===== src/rtl/dir_enc_pkg.sv =====
// Shared types and constants for the directional tone-select encoder.
// Optional macro DIR_ENC_TIMEOUT_EN adds the LOCKOUT state.
package dir_enc_pkg;

`ifdef DIR_ENC_TIMEOUT_EN
    typedef enum logic [1:0] {
        ST_IDLE    = 2'd0,
        ST_PLAY    = 2'd1,
        ST_LOCKOUT = 2'd2
    } state_t;
`else
    typedef enum logic [1:0] {
        ST_IDLE = 2'd0,
        ST_PLAY = 2'd1
    } state_t;
`endif

    localparam logic [2:0] SEL_OFF   = 3'b000;
    localparam logic [2:0] SEL_UP    = 3'b100;
    localparam logic [2:0] SEL_RIGHT = 3'b101;
    localparam logic [2:0] SEL_DOWN  = 3'b110;
    localparam logic [2:0] SEL_LEFT  = 3'b111;

    // dir code is the low two bits of the sel code; up > right > down > left
    function automatic logic [1:0] prio_dir(input logic [3:0] lvl);
        logic [1:0] d;
        if (lvl[3]) begin
            d = 2'b00;
        end else if (lvl[2]) begin
            d = 2'b01;
        end else if (lvl[1]) begin
            d = 2'b10;
        end else begin
            d = 2'b11;
        end
        return d;
    endfunction

endpackage


===== src/rtl/btn_debounce.sv =====
// Two-flop synchronizer followed by a consecutive-disagreement debounce counter.
module btn_debounce #(
    parameter int unsigned DEBOUNCE_CYCLES = 1000000
) (
    input  logic clk,
    input  logic rst,
    input  logic btn,
    output logic level
);
    import dir_enc_pkg::*;

    localparam logic [23:0] CNT_LAST = 24'(DEBOUNCE_CYCLES - 32'd1);

    logic        sync1_r;
    logic        sync2_r;
    logic        level_r;
    logic [23:0] cnt_r;

    // synchronize, then toggle the level on the Nth consecutive differing cycle
    always_ff @(posedge clk or posedge rst) begin
        if (rst) begin
            sync1_r <= 1'b0;
            sync2_r <= 1'b0;
            level_r <= 1'b0;
            cnt_r   <= 24'd0;
        end else begin
            sync1_r <= btn;
            sync2_r <= sync1_r;
            if (sync2_r != level_r) begin
                if (cnt_r == CNT_LAST) begin
                    level_r <= ~level_r;
                    cnt_r   <= 24'd0;
                end else begin
                    cnt_r   <= cnt_r + 24'd1;
                end
            end else begin
                cnt_r <= 24'd0;
            end
        end
    end

    assign level = level_r;

endmodule


===== src/rtl/dir_sel_encoder.sv =====
// Debounced four-button direction encoder driving a tone-select code.
// Optional macro DIR_ENC_TIMEOUT_EN limits PLAY duration and adds LOCKOUT.
module dir_sel_encoder #(
    parameter int unsigned DEBOUNCE_CYCLES = 1000000,
    parameter int unsigned MAX_ON_CYCLES   = 200000000
) (
    input  logic       clk,
    input  logic       rst,
    input  logic [3:0] btn,
    output logic [2:0] sel,
    output logic       press_pulse
);
    import dir_enc_pkg::*;

    if (DEBOUNCE_CYCLES < 32'd1 || DEBOUNCE_CYCLES > 32'h00FF_FFFF ||
        MAX_ON_CYCLES < 32'd1) begin : g_bad_param
        $error("dir_sel_encoder: parameter out of range");
    end

    logic [3:0] deb_s;
    state_t     state_r;
    state_t     next_state_s;
    logic [1:0] dir_r;
    logic [1:0] next_dir_s;
    logic       pulse_r;
    logic       next_pulse_s;
    logic       held_s;

    for (genvar i = 0; i < 4; i++) begin : g_deb
        btn_debounce #(
            .DEBOUNCE_CYCLES(DEBOUNCE_CYCLES)
        ) u_deb (
            .clk  (clk),
            .rst  (rst),
            .btn  (btn[i]),
            .level(deb_s[i])
        );
    end

`ifdef DIR_ENC_TIMEOUT_EN
    localparam logic [31:0] ON_LAST = 32'(MAX_ON_CYCLES - 32'd1);
    logic [31:0] on_cnt_r;

    // cycles spent in the current PLAY visit
    always_ff @(posedge clk or posedge rst) begin
        if (rst) begin
            on_cnt_r <= 32'd0;
        end else if (state_r != ST_PLAY) begin
            on_cnt_r <= 32'd0;
        end else begin
            on_cnt_r <= on_cnt_r + 32'd1;
        end
    end
`endif

    // state, latched direction and entry strobe registers
    always_ff @(posedge clk or posedge rst) begin
        if (rst) begin
            state_r <= ST_IDLE;
            dir_r   <= 2'b00;
            pulse_r <= 1'b0;
        end else begin
            state_r <= next_state_s;
            dir_r   <= next_dir_s;
            pulse_r <= next_pulse_s;
        end
    end

    // next-state logic; dir code d maps to button bit 3-d
    always_comb begin
        next_state_s = state_r;
        next_dir_s   = dir_r;
        next_pulse_s = 1'b0;
        held_s       = deb_s[2'd3 - dir_r];
        case (state_r)
            ST_IDLE: begin
                if (|deb_s) begin
                    next_state_s = ST_PLAY;
                    next_dir_s   = prio_dir(deb_s);
                    next_pulse_s = 1'b1;
                end else begin
                    next_state_s = ST_IDLE;
                end
            end
            ST_PLAY: begin
                if (!held_s) begin
                    next_state_s = ST_IDLE;
`ifdef DIR_ENC_TIMEOUT_EN
                end else if (on_cnt_r == ON_LAST) begin
                    next_state_s = ST_LOCKOUT;
`endif
                end else begin
                    next_state_s = ST_PLAY;
                end
            end
`ifdef DIR_ENC_TIMEOUT_EN
            ST_LOCKOUT: begin
                if (deb_s == 4'b0000) begin
                    next_state_s = ST_IDLE;
                end else begin
                    next_state_s = ST_LOCKOUT;
                end
            end
`endif
            default: begin
                next_state_s = ST_IDLE;
                next_dir_s   = 2'b00;
            end
        endcase
    end

    // output decode from registered state only, so reset clears sel at once
    always_comb begin
        if (state_r == ST_PLAY) begin
            sel = {1'b1, dir_r};
        end else begin
            sel = SEL_OFF;
        end
    end

    assign press_pulse = pulse_r;

endmodule

===== config.mk =====
export PLATFORM = sky130hd
export DESIGN_NAME = dir_sel_encoder
export DESIGN_NICKNAME = d
export VERILOG_FILES = /design/src/rtl/dir_enc_pkg.sv /design/src/rtl/btn_debounce.sv /design/src/rtl/dir_sel_encoder.sv
export SDC_FILE = /design/constraint.sdc
export NUM_CORES = 1
export LEC_CHECK = 0
export CAP_MARGIN = 40
export CELL_PAD_IN_SITES_DETAIL_PLACEMENT = 0
export CELL_PAD_IN_SITES_GLOBAL_PLACEMENT = 1
export CORE_MARGIN = 8
export CORE_UTILIZATION = 49
export DETAILED_ROUTE_END_ITERATION = 8
export GPL_ROUTABILITY_DRIVEN = 0
export PLACE_DENSITY_LB_ADDON = 0.15
export SYNTH_ARGS = -nofsm -noshare
export SYNTH_HDL_FRONTEND = slang
export SYNTH_SLANG_ARGS = --single-unit

===== constraint.sdc =====
create_clock -name clk -period 4.3 [get_ports clk]
set_input_delay 0.86 -clock clk [delete_from_list [all_inputs] [get_ports clk]]
set_output_delay 0.86 -clock clk [all_outputs]
set_load 0.02 [all_outputs]

==> reports/metrics.csv <==
stage,metric,value,unit
drt,DR DRC count,0,
run_status,status,"complete, no violations",
sta,Rel. slew slack,57.6,%
floorplanning,die area,0.0148,mm²
finish,layout cell share with drive strength beyond 1,6.88,%
yosys,yosys warns,0,
critical_path,Worst setup SP type,flip-flop,
min_path,Hold Path Class,flip-flop to flip-flop,
sta,Fin Setup TNS,0,ns
global_route,largest net degree at the start of global routing,82,
finish,final net count,572,
global_route,antenna violations before repair,0,
finish,Area growth syn-to-layout,8.18,%
pwr,Pwr Density,296,mW/mm²
yosys,cell taking the most area after synthesis,dfrtp_1,
sta,clock skew,0.0111,ns
global_route,vias in the first global route,3842,
yosys,"FFs w/ async S/R, synth",100,%
yosys,Yosys cell types,38,
finish,post-route cell area,0.00593,mm²
finish,final-layout fill cell count,960,
place,Detailed Place HPWL,7.16,mm
clock_tree,post_cts resized,0,
floorplanning,# IOs,10,
critical_path,Worst EP required,4.57,ns
floorplanning,Core Area,0.0109,mm²
place,Port Buffers,9,
critical_path,CP Max Fanout,14,
clock_tree,Worst-Skew Late Latency,0.38,ns
floorplanning,Die H,122,µm
yosys,Synth Net Count,562,
drt,Vias/cell,5.69,
sta,unrepaired setup endpoints after global routing,false,
sta,fmax,0.391,GHz
clock_tree,cts hold-fix bufs,0,
yosys,top-area cell type share of the netlist area,51.2,%
drt,antenna violation net count after detailed routing,0,
yosys,sequential area share after synthesis,51.2,%
pwr,Leak,2.35,nW
pwr,Peak VDD IR,282,µV
clock_tree,H-tree level count,3,
global_route,All-Layer GR Usage,15.1,%
yosys,synthesized area per cell,9.93,µm²
clock_tree,clock sinks,112,
sta,worst slew pin tran,0.630,ns
floorplanning,Die W,122,µm
drt,Post-Route WL,10.4,mm
yosys,"top cells by area, synth","dfrtp_1, xnor2_1, nor2_1",
floorplanning,Site Rows,38,
yosys,register bit total from synthesis,112,
critical_path,"reg-to-reg slack, setup",1.75,ns
yosys,cells after synthesis,552,
drt,wire per inst,14.7,µm
finish,Antenna Cells,0,
drt,Iter 0 DRT Violations,302,
clock_tree,CTS max path bufs,2,
critical_path,CP endpoint kind,flip-flop,
sta,fin. max-slew vios,0,
clock_tree,root buffer cell,clkbuf_8,
yosys,Post-synth EDFFs,0,
floorplanning,Initial Utilization,50.3,%
sta,minimum clock period,2.55,ns
yosys,post-synthesis instance area,0.00548,mm²
global_route,wire length of the first global-routing pass,18.3,mm
job,# Max-Cap Violations,0,
drt,DRT Pass-1 Iters,4,
clock_tree,clock transition at the registers of the reported paths,0.10,ns
clock_tree,CTS tree,built,
global_route,global route overflow,0,
place,placed cell area,0.00574,mm²
critical_path,critical path arrival,2.83,ns
sta,final setup vio count,0,
sta,share of the clock period used by the worst path,59.4,%
drt,Via Count,4022,
yosys,Synth Flop Type,dfrtp_1,
clock_tree,"Setup Fix Bufs, Post-CTS",0,
critical_path,kind of critical path,flip-flop to flip-flop,
clock_tree,TritonCTS buffer count,9,
sta,Final Hold Viols,0,
==> critical path, stage by stage (launching register included) <==
cell     delay [ns]
dfrtp_1        0.42
ha_1           0.20
nand3_1        0.32
or2_2          0.47
o41ai_4        0.65
buf_4          0.32
nor2_1         0.07
==> area by class of cell <==
cell class / instances / area (µm²) / area share, %
Tap cell: 140 / 175 / 2.96
Clock inverter: 6 / 60.1 / 1.01
Sequential cell: 112 / 2800 / 47.3
Inverter: 17 / 66.3 / 1.12
Timing Repair Buffer: 15 / 155 / 2.62
Clock buffer: 10 / 128 / 2.15
Multi-Input combinational cell: 407 / 2540 / 42.9
==> path summary, 6_finish.rpt <==
kind | startpoint | end | cells past startpoint
min in group asynchronous | rst | g_deb[2].u_deb.cnt_r[3]$_DFF_PP0_ | 2
hold / removal | g_deb[1].u_deb.sync1_r$_DFF_PP0_ | g_deb[1].u_deb.sync2_r$_DFF_PP0_ | 0
setup reg to reg | g_deb[3].u_deb.cnt_r[0]$_DFF_PP0_ | g_deb[3].u_deb.cnt_r[8]$_DFF_PP0_ | 6
setup / recovery | g_deb[3].u_deb.cnt_r[0]$_DFF_PP0_ | g_deb[3].u_deb.cnt_r[8]$_DFF_PP0_ | 6
max in group asynchronous | rst | g_deb[3].u_deb.cnt_r[17]$_DFF_PP0_ | 3
hold reg to reg | g_deb[1].u_deb.sync1_r$_DFF_PP0_ | g_deb[1].u_deb.sync2_r$_DFF_PP0_ | 0
==> through the flow <==
stage          instances  hold WS, ns  util [%]  setup slack [ns]  power [mW]
4_1_cts              707        0.355      54.4              1.70        1.78
6_report             707        0.356      54.4              1.75        1.75
3_5_place_dp         691        0.335      52.7              1.73        1.17
2_1_floorplan        552        0.331         -             0.481        1.14
3_3_place_gp         689        0.334      52.5              1.58        1.16
5_1_grt              707        0.359      54.4              1.52        1.84
==> cells by family after synthesis <==
kind of cell    share of synthesized area [%]
simple gates                             26.0
flops                                    51.2
compound gates                           8.95
xor+xnor                                 8.79
fa+ha+maj                               0.913
mux                                      1.44
buf+inv                                  2.79
==> synthesized netlist by cell type (2+ instances only) <==
cell        n
or4_1      21
nor4_1     13
nor4b_1     5
nand4_1    23
xnor2_1    29
and3_1      5
o31ai_1    11
dfrtp_1   112
mux2_2      5
clkbuf_1    8
nand4b_1    3
o21ai_0    24
and4_1     11
xor2_1     26
buf_2       5
nand2_1    33
a21oi_1    39
buf_6       3
and2_1      9
a31o_2      2
nand4_2     2
nor2_1     67
nand3b_1    2
ha_1        4
inv_1      17
nand3_1    28
or3_1      22
nor3_1     13
==> metal layers <==
metal / vias up / routed length (µm) / track usage [%]
met5: - / 0 / 0
met1: 1948 / 5140 / 19.6
met2: 52 / 4840 / 24.3
li1: 2012 / - / -
met3: 10 / 325 / 4.26
met4: 0 / 110 / 4.24
==> sequential cells by signal, summed over array words and instances, names as in the netlist <==
register	count
dir_r	2
g_deb.u_deb.cnt_r	96
g_deb.u_deb.level	4
g_deb.u_deb.sync1_r	4
g_deb.u_deb.sync2_r	4
press_pulse	1
state_r	1
==> power by group <==
group,switching (mW),internal (mW)
clock,0.345,0.267
sequential,0.0113,1.07
combinational,0.0449,0.0213
total,0.401,1.35
==> layout by cell type, fill, tap and decap left out, drive strengths merged, types with 4 or more instances in the layout <==
cell / synthesis / layout
and3: 5 / 5
nand2: 33 / 33
nand3: 28 / 28
nor4: 13 / 13
o21ai: 25 / 25
or4: 21 / 21
clkbuf: 8 / 10
and4: 11 / 11
nand4: 25 / 25
dfrtp: 112 / 112
nor3: 13 / 13
mux2: 5 / 5
inv: 17 / 17
xor2: 26 / 26
clkdlybuf4s50: 0 / 9
and2: 9 / 9
o31ai: 11 / 11
nor4b: 5 / 5
ha: 4 / 4
or3: 23 / 23
nor2: 67 / 67
xnor2: 29 / 29
a21oi: 39 / 39
buf: 8 / 6
(Power assumes the default switching activity.)
